==> config.mk <==
export PLATFORM = sky130hd
export DESIGN_NAME = fsk_word_feeder
export DESIGN_NICKNAME = d
export VERILOG_FILES = /design/src/rtl/fsk_pkg.sv /design/src/rtl/fsk_word_fifo.sv /design/src/rtl/fsk_word_feeder.sv
export SDC_FILE = /design/constraint.sdc
export NUM_CORES = 1
export LEC_CHECK = 0
export CAP_MARGIN = 20
export CORE_UTILIZATION = 35
export DETAILED_ROUTE_END_ITERATION = 10
export SLEW_MARGIN = 20
export SYNTH_ARGS = -nofsm -noshare
export SYNTH_HDL_FRONTEND = slang
export SYNTH_HIERARCHICAL = 1
export SYNTH_SLANG_ARGS = --single-unit
==> constraint.sdc <==
create_clock -name clk -period 5.45 [get_ports clk]
set_input_delay 0.545 -clock clk [delete_from_list [all_inputs] [get_ports clk]]
set_output_delay 0.545 -clock clk [all_outputs]
set_load 0.01 [all_outputs]
==> src/rtl/fsk_pkg.sv <==
// Shared types and constants for the 2-FSK word feeder and its FIFO.
package fsk_pkg;

    localparam int FSK_WORD_W = 32;
    localparam logic [FSK_WORD_W-1:0] FSK_IDLE_WORD_DEFAULT = 32'h0000_0000;

    typedef enum logic {
        ARM  = 1'b0,
        TAIL = 1'b1
    } feeder_state_t;

endpackage

==> src/rtl/fsk_word_fifo.sv <==
// Synchronous word FIFO with a combinational head read and a count-difference level.
module fsk_word_fifo
    import fsk_pkg::*;
#(
    parameter int DEPTH = 8
) (
    input  logic                    clk,
    input  logic                    rst,
    input  logic                    push,
    input  logic                    pop,
    input  logic [FSK_WORD_W-1:0]   wdata,
    output logic [FSK_WORD_W-1:0]   rdata,
    output logic                    full,
    output logic                    empty,
    output logic [$clog2(DEPTH):0]  level
);

    localparam int AW = $clog2(DEPTH);
    localparam int LW = AW + 1;

    logic [FSK_WORD_W-1:0] mem [DEPTH];
    logic [LW-1:0]         wr_cnt;
    logic [LW-1:0]         rd_cnt;
    logic                  push_ok;
    logic                  pop_ok;

    // Counters carry one extra bit so full and empty stay distinguishable.
    assign level   = wr_cnt - rd_cnt;
    assign full    = (level == LW'(DEPTH));
    assign empty   = (level == '0);
    assign push_ok = push && !full;
    assign pop_ok  = pop && !empty;
    assign rdata   = mem[rd_cnt[AW-1:0]];

    always_ff @(posedge clk) begin
        if (!rst) begin
            wr_cnt <= '0;
            rd_cnt <= '0;
        end else begin
            if (push_ok) wr_cnt <= wr_cnt + 1'b1;
            if (pop_ok)  rd_cnt <= rd_cnt + 1'b1;
        end
    end

    always_ff @(posedge clk) begin
        if (push_ok) mem[wr_cnt[AW-1:0]] <= wdata;
    end

endmodule

==> src/rtl/fsk_word_feeder.sv <==
// Holds one payload word on the modulator input per packet, advancing only on the
// falling edge of pkt_done. Optional underrun counter under FSK_FEEDER_UNDERRUN_CNT_EN.
//
// state | meaning
// ARM   | waiting for pkt_done (sampled) to go high
// TAIL  | bit 31 on air; the sampled fall is the packet boundary
module fsk_word_feeder
    import fsk_pkg::*;
#(
    parameter int                     DEPTH     = 8,
    parameter logic [FSK_WORD_W-1:0]  IDLE_WORD = FSK_IDLE_WORD_DEFAULT
) (
    input  logic                    clk,
    input  logic                    rst,
    input  logic [FSK_WORD_W-1:0]   s_tdata,
    input  logic                    s_tvalid,
    output logic                    s_tready,
    input  logic                    pkt_done,
    output logic [FSK_WORD_W-1:0]   mod_tdata,
    output logic                    word_is_idle,
    output logic [$clog2(DEPTH):0]  fifo_level,
    output logic                    underrun
`ifdef FSK_FEEDER_UNDERRUN_CNT_EN
    ,
    output logic [15:0]             underrun_cnt
`endif
);

    feeder_state_t          state;
    logic                   pkt_q;
    logic                   push;
    logic                   pop;
    logic                   boundary;
    logic                   full;
    logic                   empty;
    logic [FSK_WORD_W-1:0]  head;

    // empty comes from the registered level, so a push in the boundary cycle
    // cannot be forwarded and the boundary takes the underrun path.
    assign s_tready = rst && !full;
    assign push     = s_tvalid && s_tready;
    assign boundary = (state == TAIL) && !pkt_q;
    assign pop      = boundary && !empty;

    fsk_word_fifo #(
        .DEPTH (DEPTH)
    ) u_fifo (
        .clk   (clk),
        .rst   (rst),
        .push  (push),
        .pop   (pop),
        .wdata (s_tdata),
        .rdata (head),
        .full  (full),
        .empty (empty),
        .level (fifo_level)
    );

    always_ff @(posedge clk) begin
        if (!rst) begin
            state        <= ARM;
            pkt_q        <= 1'b0;
            mod_tdata    <= IDLE_WORD;
            word_is_idle <= 1'b1;
            underrun     <= 1'b0;
`ifdef FSK_FEEDER_UNDERRUN_CNT_EN
            underrun_cnt <= 16'h0000;
`endif
        end else begin
            pkt_q    <= pkt_done;
            underrun <= 1'b0;
            case (state)
                ARM: begin
                    if (pkt_q) state <= TAIL;
                end
                TAIL: begin
                    if (!pkt_q) begin
                        state <= ARM;
                        if (!empty) begin
                            mod_tdata    <= head;
                            word_is_idle <= 1'b0;
                        end else begin
                            mod_tdata    <= IDLE_WORD;
                            word_is_idle <= 1'b1;
                            underrun     <= 1'b1;
`ifdef FSK_FEEDER_UNDERRUN_CNT_EN
                            if (underrun_cnt != 16'hFFFF) underrun_cnt <= underrun_cnt + 16'd1;
`endif
                        end
                    end
                end
                default: state <= ARM;
            endcase
        end
    end

endmodule

==> impl_table.tex <==
\begin{tabular}{lr}
\hline
Metric & Value \\
\hline
\multicolumn{2}{l}{\textbf{Clocking}} \\
\quad TritonCTS Buffers & 34 \\
\quad Root Buffer & clkbuf\_16 \\
\quad Clock tree from TritonCTS & built \\
\quad Clock Latency Late Sink & 0.51 ns \\
\quad Maximum number of buffers from clock root to sink & 3 \\
\quad Clock transition at path regs & 0.06 ns \\
\quad Count of instances resized after the clock tree is built & 0 \\
\quad H-tree lvl count & 2 \\
\quad Sinks on the clock net & 303 \\
\quad Buffers inserted by post-CTS timing repair & 0 \\
\quad Total of hold buffers inserted after clock tree synthesis & 0 \\
\multicolumn{2}{l}{\textbf{Worst setup path}} \\
\quad Most common cell type on the critical path & inv\_1 \\
\quad Category of the critical setup timing path & reg2out \\
\quad Critical Path AT & 3.30 ns \\
\quad Biggest cell delay along the critical path & $\sim$0.52 ns \\
\quad Kind of end point of the critical path & output port \\
\quad Critical path peak fanout & 8 \\
\quad Crit-path cells & inv\_1, ha\_1, inv\_1, fa\_1, or3\_1, a21oi\_4, nor2b\_1, clkdlybuf4s50\_1 \\
\quad Standard cell with the maximum stage delay on the critical path & dfxtp\_1 \\
\quad Sort of element at the start of the critical path & flop \\
\quad Required time at the worst-slack endpoint & 4.91 ns \\
\multicolumn{2}{l}{\textbf{Power and ir drop}} \\
\quad Cell-internal power & roughly 0.0039 W \\
\quad Peak supply drop & 189 uV \\
\quad Pwr/cell area & 342 nW/um2 \\
\quad Combinational group share of total power & 4.5\% \\
\quad Reg power frac & 52.1\% \\
\quad Clk pwr share & 43.4\% \\
\quad Switching power total & 0.000997 W \\
\quad Switching share of total power & 20.3\% \\
\quad Leakage Power & 4.50 nW \\
\multicolumn{2}{l}{\textbf{Final layout}} \\
\quad Fraction of layout cells with a size suffix above 1 & 32.3\% \\
\quad FF+latch area & $\sim$8600 um2 \\
\quad Post-layout instance area & 14300 um2 \\
\quad Post-Route Utilization & between 40\% and 50\% \\
\quad Area of the multi-input gates & 3190 um2 \\
\quad Fillers & 2916 \\
\quad Net count, final & 740 \\
\quad Synth-to-layout area growth & 19.4\% \\
\multicolumn{2}{l}{\textbf{STA}} \\
\quad Final setup viols & 0 \\
\quad RSZ-0062 raised after global routing & false \\
\quad Clock period minus final worst setup slack & 3.85 ns \\
\quad Worst setup skew after layout & 0.0267 ns \\
\quad Number of endpoints with negative hold slack in the final report & 0 \\
\quad Accumulated negative setup slack & 0 ns \\
\quad Period utilization & a little over two thirds \\
\quad Worst slew margin relative to its limit & 28.8\% \\
\quad Smallest hold slack & 0.453 ns \\
\quad Worst Setup Slack, final & 1.60 ns \\
\quad Max-slew violation count & 0 \\
\quad Timing-limited maximum frequency & 260 MHz \\
\quad Pin slew with the least headroom to its limit & 1.07 ns \\
\multicolumn{2}{l}{\textbf{Min path}} \\
\quad Worst hold path type & reg2reg \\
\multicolumn{2}{l}{\textbf{Synthesis}} \\
\quad Number of synthesized flops with an enable pin & 256 \\
\quad Biggest area consumer among synthesized cells & edfxtp\_1 \\
\quad Post-Synthesis Cells & 608 \\
\quad Fraction of registers with async set/reset & 0\% \\
\quad Largest cells by area after synthesis & edfxtp\_1 (64\%), mux4\_2 (12\%), dfxtp\_1 (7.8\%) \\
\quad Dominant cell by count in the synthesized netlist & edfxtp\_1 \\
\quad Dominant register cell in the synthesized netlist & edfxtp\_1 \\
\quad Total of warnings raised by yosys & 6 \\
\quad Commonest cells post-synth & edfxtp\_1 (256), mux4\_2 (64), dfxtp\_1 (47) \\
\quad Seq/Total Area, Yosys & between 70\% and 80\% \\
\quad Share of the synthesized area in the top cell type & 64.0\% \\
\quad Unique masters post-synth & 43 \\
\quad Post-synth design cell area & approximately 12000 um2 \\
\quad Nets in the synthesized netlist & 650 \\
\quad Synthesized area divided by synthesized cell count & 19.8 um2 \\
\quad Number of register bits inferred by synthesis & 303 \\
\multicolumn{2}{l}{\textbf{GRT}} \\
\quad Antenna violations before repair & 1 \\
\quad First-pass GRT wire length & 36.8 mm \\
\quad Number of global-route vias before repair & 6334 \\
\quad Global Route Usage Sum & 13.8\% \\
\quad Overall overflow remaining after global route & 0 \\
\quad Pin count of the biggest net entering global routing & 51 \\
\multicolumn{2}{l}{\textbf{Die}} \\
\quad Ports placed on the boundary & 75 \\
\quad Vert. Die Dim & 187 um \\
\quad Standard-cell row count & 67 \\
\quad Die area & 35100 um2 \\
\quad Placeable Area & 33600 um2 \\
\quad Starting Density & between 30\% and 40\% \\
\quad Die X-Extent & 187 um \\
\multicolumn{2}{l}{\textbf{Run status}} \\
\quad Outcome & finished, final reports clean \\
\multicolumn{2}{l}{\textbf{Place}} \\
\quad Routability Congestion & 0.725 \\
\quad HPWL reported at the end of detailed placement & 13.8 mm \\
\quad Number of I/O port buffers & 74 \\
\quad Setup slack after placement & around 1.7 ns \\
\quad Area of placed instances & 13300 um2 \\
\multicolumn{2}{l}{\textbf{Routing}} \\
\quad Initial DRC count & 390 \\
\quad Residual DRC & 0 \\
\quad Total number of vias & 5772 \\
\quad Average via count per standard cell & 4.93 \\
\quad Routed wire length & 23.5 mm \\
\quad Average detailed-routed wire length per instance & roughly 20 um \\
\quad Remaining antenna violation count after routing & 0 \\
\quad Drt pass-1 iters & 5 \\
\multicolumn{2}{l}{\textbf{Run}} \\
\quad Number of maximum-capacitance violations & 0 \\
\hline
\end{tabular}
worst paths after layout:
| kind | cells after the start | slack (ns) | end | startpoint |
|---|---|---|---|---|
| hold reg to reg | 2 | 0.45 | mod_tdata[20] | mod_tdata[20] |
| setup / recovery | 8 | 1.60 | s_tready | u_fifo/wr_cnt[0] |
| setup reg to reg | 12 | 1.73 | u_fifo/mem[0][2] | u_fifo/wr_cnt[0] |
| hold / removal | 2 | 0.45 | mod_tdata[20] | mod_tdata[20] |
power groups by stage:
stage                     logic (W)  registers (W)  clock network, W
after floorplan            0.000127        0.00261                 0
after global placement     0.000221        0.00260                 0
after detailed placement   0.000228        0.00261                 0
after CTS                  0.000229        0.00256           0.00219
after global routing       0.000241        0.00256           0.00228
final                      0.000222        0.00256           0.00213
cell families after synthesis:
kind of cell / count (synthesis) / synth area share [%]
DFF: 303 / 71.8
and+or+nand+nor: 107 / 5.97
muxes: 99 / 15.3
AOI/OAI and AO/OA: 45 / 3.81
buffers and inverters: 43 / 2.06
adders and majority gates: 6 / 0.688
xor gates and xnor gates: 5 / 0.365
final cells by class:
cell class	instances	share of cell area [%]
Timing Repair Buffer	89	6.05
Sequential cell	303	60.2
Antenna cell	1	0.0174
Inverter	8	0.209
Tap cell	448	3.91
Clock buffer	44	6.19
Clock inverter	16	1.12
Multi-Input combinational cell	262	22.3
cell usage in the layout, fill, tap and decap left out, types with 4 or more instances in the layout:
| cell | instances |
|---|---|
| nand3b_2 | 28 |
| buf_4 | 14 |
| and2_1 | 5 |
| inv_1 | 8 |
| clkdlybuf4s50_1 | 73 |
| edfxtp_1 | 256 |
| a21boi_2 | 28 |
| a21boi_1 | 6 |
| mux2_2 | 32 |
| dfxtp_1 | 44 |
| nor4_2 | 7 |
| clkbuf_16 | 34 |
| mux4_2 | 64 |
| ha_1 | 5 |
| nor2b_1 | 4 |
| clkinv_1 | 4 |
| xor2_1 | 5 |
| nand3b_1 | 4 |
| nand2_1 | 38 |
| clkbuf_1 | 10 |
through the flow:
stage / total power (W) / cells
4_1_cts: 0.00498 / 1169
2_1_floorplan: 0.00273 / 608
3_5_place_dp: 0.00284 / 1109
6_report: 0.00491 / 1171
3_3_place_gp: 0.00283 / 1109
5_1_grt: 0.00508 / 1171
critical path: cells and delay by family (launching register included):
family | cells | cell delay [ns]
fa+ha+maj | 2 | 0.74
buf+inv | 3 | 0.78
flops | 1 | 0.52
compound gates | 1 | 0.21
simple gates | 2 | 0.55
flip-flops by register name, summed over array words and instances (netlist names), named ones only:
name           count
mod_tdata         32
pkt_q              1
state              1
u_fifo/mem       256
u_fifo/rd_cnt      4
u_fifo/wr_cnt      4
underrun           1
word_is_idle       1
per-layer routing:
metal | vias up | track usage (%) | part of all wire, %
met5 | - | 0 | 0
met3 | 40 | 2.27 | 3.4
met1 | 2993 | 17.2 | 42
met2 | 127 | 24.4 | 52
met4 | 0 | 4.10 | 2.2
li1 | 2612 | - | -
(Power assumes the default switching activity.)
